===== src/rtl/pipe_stall_ctrl.sv =====
// pipe_stall_ctrl: stall and flush decisions for the five-stage MIPS pipeline.
// It combines three things: register-operand hazards (Tuse/Tnew), MDU occupancy
// and exception requests. It drives the PC, F/D and D/E enables and clears,
// keeps the MDU busy countdown, and counts stalled cycles in a saturating counter.
module pipe_stall_ctrl #(
  parameter int MULT_CYC = 5,
  parameter int DIV_CYC  = 10
) (
  input  logic        clk,
  input  logic        reset,
  input  logic        Req,
  input  logic [4:0]  D_rs_addr,
  input  logic [4:0]  D_rt_addr,
  input  logic [1:0]  D_rs_tuse,
  input  logic [1:0]  D_rt_tuse,
  input  logic [4:0]  E_wa,
  input  logic [4:0]  M_wa,
  input  logic [1:0]  E_tnew,
  input  logic [1:0]  M_tnew,
  input  logic        D_md,
  input  logic        E_md_start,
  input  logic        E_md_div,
  output logic        PC_en,
  output logic        FD_en,
  output logic        DE_clr,
  output logic        md_busy,
  output logic [31:0] stall_cnt
);

  localparam logic [3:0]  MULT_LD = 4'(MULT_CYC);
  localparam logic [3:0]  DIV_LD  = 4'(DIV_CYC);
  localparam logic [31:0] CNT_MAX = 32'hFFFF_FFFF;

  logic [3:0]  md_cnt;
  logic [31:0] stall_cnt_q;
  logic        md_go;
  logic        stall_rs;
  logic        stall_rt;
  logic        stall_md;
  logic        stall;

  // A source operand is hazardous when a producer in E or M has a result that
  // becomes forwardable later than the D instruction needs it. Register 0 and
  // tuse 3 (operand unused) never stall. Because of the register-0 check,
  // E_wa/M_wa = 0 ("no write") can never match.
  function automatic logic operand_hazard(
    input logic [4:0] addr,
    input logic [1:0] tuse,
    input logic [4:0] e_wa,
    input logic [1:0] e_tnew,
    input logic [4:0] m_wa,
    input logic [1:0] m_tnew
  );
    logic hit_e;
    logic hit_m;
    hit_e = (addr == e_wa) && (tuse < e_tnew);
    hit_m = (addr == m_wa) && (tuse < m_tnew);
    return (addr != 5'd0) && (tuse != 2'd3) && (hit_e || hit_m);
  endfunction

  // Combine the stall sources. An exception request overrides every one of them,
  // because the pipeline registers perform their own flush and vector load.
  always_comb begin
    md_go    = E_md_start & ~Req;
    md_busy  = (md_cnt != 4'd0) | md_go;
    stall_rs = operand_hazard(D_rs_addr, D_rs_tuse, E_wa, E_tnew, M_wa, M_tnew);
    stall_rt = operand_hazard(D_rt_addr, D_rt_tuse, E_wa, E_tnew, M_wa, M_tnew);
    stall_md = D_md & md_busy;
    stall    = (stall_rs | stall_rt | stall_md) & ~Req;
    PC_en    = ~stall;
    FD_en    = ~stall;
    DE_clr   = stall;
  end

  // MDU countdown. A new start reloads the counter and never accumulates.
  // A start flushed by Req is dropped, while a countdown already in flight
  // keeps running because the MDU itself is not aborted.
  always_ff @(posedge clk) begin
    if (reset) begin
      md_cnt <= 4'd0;
    end else if (md_go) begin
      md_cnt <= E_md_div ? DIV_LD : MULT_LD;
    end else if (md_cnt != 4'd0) begin
      md_cnt <= md_cnt - 4'd1;
    end
  end

  // Stalled-cycle statistics. The counter sticks at all-ones and never wraps.
  always_ff @(posedge clk) begin
    if (reset) begin
      stall_cnt_q <= 32'd0;
    end else if (stall && (stall_cnt_q != CNT_MAX)) begin
      stall_cnt_q <= stall_cnt_q + 32'd1;
    end
  end

  assign stall_cnt = stall_cnt_q;

endmodule


===== config.mk =====
export PLATFORM = sky130hd
export DESIGN_NAME = pipe_stall_ctrl
export DESIGN_NICKNAME = d
export VERILOG_FILES = /design/src/rtl/pipe_stall_ctrl.sv
export SDC_FILE = /design/constraint.sdc
export NUM_CORES = 1
export LEC_CHECK = 0
export CAP_MARGIN = 10
export CORE_UTILIZATION = 33
export DETAILED_ROUTE_END_ITERATION = 12
export PLACE_DENSITY_LB_ADDON = 0.1
export SLEW_MARGIN = 20
export SYNTH_ARGS = -nofsm -noshare
export SYNTH_HDL_FRONTEND = slang
export SYNTH_SLANG_ARGS = --single-unit

===== constraint.sdc =====
create_clock -name clk -period 5.68 [get_ports clk]
set_input_delay 0.568 -clock clk [delete_from_list [all_inputs] [get_ports clk]]
set_output_delay 0.568 -clock clk [all_outputs]
set_load 0.03 [all_outputs]

==> flow_summary.yaml <==
clock_network:
  cts_inserted_buffers: 5
  cts_max_path_buffers: 2
  clk_latency_ns: 0.29
  ctsRootBufferMaster: "clkbuf_8"
  post_cts_buffers: 0
  cts_hold_buffers: 0
  ctsResizeCount: 0
  cts_tree: "done"
  clk_pin_slew_ns: 0.07
  htree_levels: 2
  clock-sinks: 36
global_route:
  antenna_found_initial: 0
  grtUsageTotal_pct: 16.48
  grt-ovfl-total: 0
  grt_pass1_wl_mm: 9.956
  grt_max_degree: 50
  grt_pass1_vias: 2300
synth:
  ys_seq_elements: 36
  synth-async-reset-ratio_pct: 0
  synth.avg_cell_area_sq_um: 8.281
  yosys-top-cells-area: "dfxtp_1 (31%), xor2_1 (8.2%), o31ai_1 (5.8%)"
  netlist-cell-type-count: 38
  yosysSeqAreaShare_pct: 30.75
  ys.flop_type: "dfxtp_1"
  synth_top_area_share_pct: 30.75
  synth-edff-count: 0
  yosysWarnings: 0
  syn_area_sq_um: 2343
  syn-num-nets: 324
  yosys.area.top_type: "dfxtp_1"
  syn_inst: 283
timing:
  slew_headroom_pct: 35.57
  setup_viol: 0
  fin_setup_tns_ns: 0
  period_share_pct: 65.67
  slew_violations: 0
  rsz0062_at_grt: "no"
  min_period_ns: 3.730
  finClkSkew_ns: 0.008963
  final-hold-violation-count: 0
  fmax_mhz: 268.1
  worst_slew_pin_slew_ns: 0.9629
final_layout:
  final_nets: 391
  post-route-util_pct: 47.38
  final_common_cell: "clkdlybuf4s50_1"
  area_growth_pct: 38.12
  antennaDiodeCount: 0
  drive_above_1_share_pct: 8.832
  mostFrequentLayoutCells: "clkdlybuf4s50_1 (69), dfxtp_1 (36), a21oi_1 (23)"
drt:
  vias: 2329
  ant_nets: 0
  drt_iter0_markers: 73
  drt-vias-per-instance: 5.210
  wl_mm: 5.888
  drt_pre_antenna_iters: 4
  drc: 0
  wl_per_cell_microns: 13.17
worst_setup_path:
  cp-start-kind: "input port"
  endpoint_kind: "primary output"
  path_depth: 7
  worst-setup-path-type: "input port to primary output"
  cp-endpoint: "PC_en"
  worst-r2r-cell-count: 7
  worstPathArrival_ns: 3.16
  critPathRequiredTime_ns: 5.11
  r2r_end: "stall_cnt[0]"
  path_cells: "clkdlybuf4s50_1 > ha_1 > a211oi_1 > a22o_1 > a221oi_4 > buf_4 > clkdlybuf4s50_1"
  slowest_stage: "clkdlybuf4s50_1"
  r2r_start: "stall_cnt[6]"
  r2r_setup_slack_ns: 2.82
  crit_fanout: 13
  cp_top_family: "buffers and inverters"
  crit_top_cell: "clkdlybuf4s50_1"
  setup.worst_path.start: "D_rt_tuse[1]"
  cp_num_buf_inv: 3
  max_stage_delay_ns: 0.69
pwr:
  power_density_nw_per_um2: 217.3
  seq_power_share_pct: 40.0
  power.internal_w: 0.0004699
  max-vdd-ir-drop_mv: 0.1989
  p_clk_share_pct: 27.5
  leakagePower_nw: 1.109
  combPwrFrac_pct: 32.5
  p_sw_w: 0.0002334
  p_sw_share_pct: 33.19
placement:
  place_congestion: 0.8258
  io_buffers: 69
  place_hpwl_mm: 4.436
outcome:
  status: "complete, no violations"
min_path:
  hold_path.class: "register to register"
floorplanning:
  core-area_sq_um: 6832
  fp.dieArea_sq_um: 7443
  die_y_microns: 86.27
  rows: 30
  initial_core_util_pct: 34.30
  num_io_pins: 70
  die_w_microns: 86.27
flow_run:
  maxCapViolCount: 0
sequential cells by signal, indices dropped and copies added, names as in the netlist:
| register | count |
|---|---|
| stall_cnt | 32 |
| md_cnt | 4 |
logic make-up after synthesis:
group	count (synthesis)	share of synthesized area [%]
AND/OR/NAND/NOR	124	30.11
XOR/XNOR	23	8.596
buffers and inverters	24	4.591
AO/OA/AOI/OAI	56	16.02
flip-flops	36	30.75
adder cells (fa/ha/maj)	7	3.737
multiplexers	13	6.193
tightest hold or removal path: stages (launching register included):
cell     delay, ns
dfxtp_1       0.33
o31ai_1       0.07
a21oi_1       0.05
final cells by class:
type	instances	area (sq um)
fillers	678	3595
multi-input cells	223	1533
repair buffers	75	735.7
flip-flops and latches	36	720.7
well taps	96	120.1
clock buffers	7	86.33
inverters	9	33.78
clock inverters	1	7.507
cells in the mapped netlist, types with 2 or more instances:
cell type and n:
a211oi_1 4, a21oi_1 23, a221oi_1 3, a22o_1 2
and3_1 5, buf_1 2, buf_2 5, buf_4 3
clkbuf_1 5, dfxtp_1 36, ha_1 7, inv_1 9
mux2_2 12, nand2_1 15, nand2b_1 6, nand3_1 16
nand4_1 5, nor2_1 22, nor2b_1 12, nor3_1 11
nor3b_1 2, nor4_1 6, o21ai_0 2, o31ai_1 18
or4_1 18, xor2_1 22
metal layers:
metal	GRT usage [%]	share of wire [%]	wire (microns)
met1	19.68	47	2762
met3	4.000	4.3	255
met2	29.51	48	2810
met4	4.242	1.0	60
met5	0	0	0
through the flow:
stage	hold WS (ns)	std cells	setup WS [ns]	total power, W	area, sq um
finish	0.4950	447	1.950	0.0007033	3237
global route	0.5228	447	1.796	0.0007451	3237
CTS	0.5001	447	1.938	0.0007123	3237
detailed placement	0.4882	439	1.953	0.0005169	3143
global placement	0.4849	439	1.948	0.0005154	3143
floorplan	0.5579	283	2.762	0.0004346	2344
power by group through the flow:
stage                     sequential, W  combinational (W)  clock [W]
after detailed placement       0.000288           0.000229          0
after floorplan                0.000288           0.000147          0
after global placement         0.000288           0.000227          0
after global routing           0.000284           0.000254   0.000207
final                          0.000282           0.000228   0.000193
after CTS                      0.000282           0.000231   0.000200
how the worst min path moves through the flow:
stage,slack [ns],endpoint,cells past startpoint,startpoint
after floorplan,0.56,md_cnt[3],3,md_cnt[3]
after global placement,0.48,stall_cnt[27],2,stall_cnt[27]
final,0.49,stall_cnt[27],2,stall_cnt[27]
after detailed placement,0.49,stall_cnt[27],2,stall_cnt[27]
after global routing,0.52,stall_cnt[27],2,stall_cnt[27]
after CTS,0.50,stall_cnt[27],2,stall_cnt[27]
Note: power is estimated with default switching activity, not from simulation.
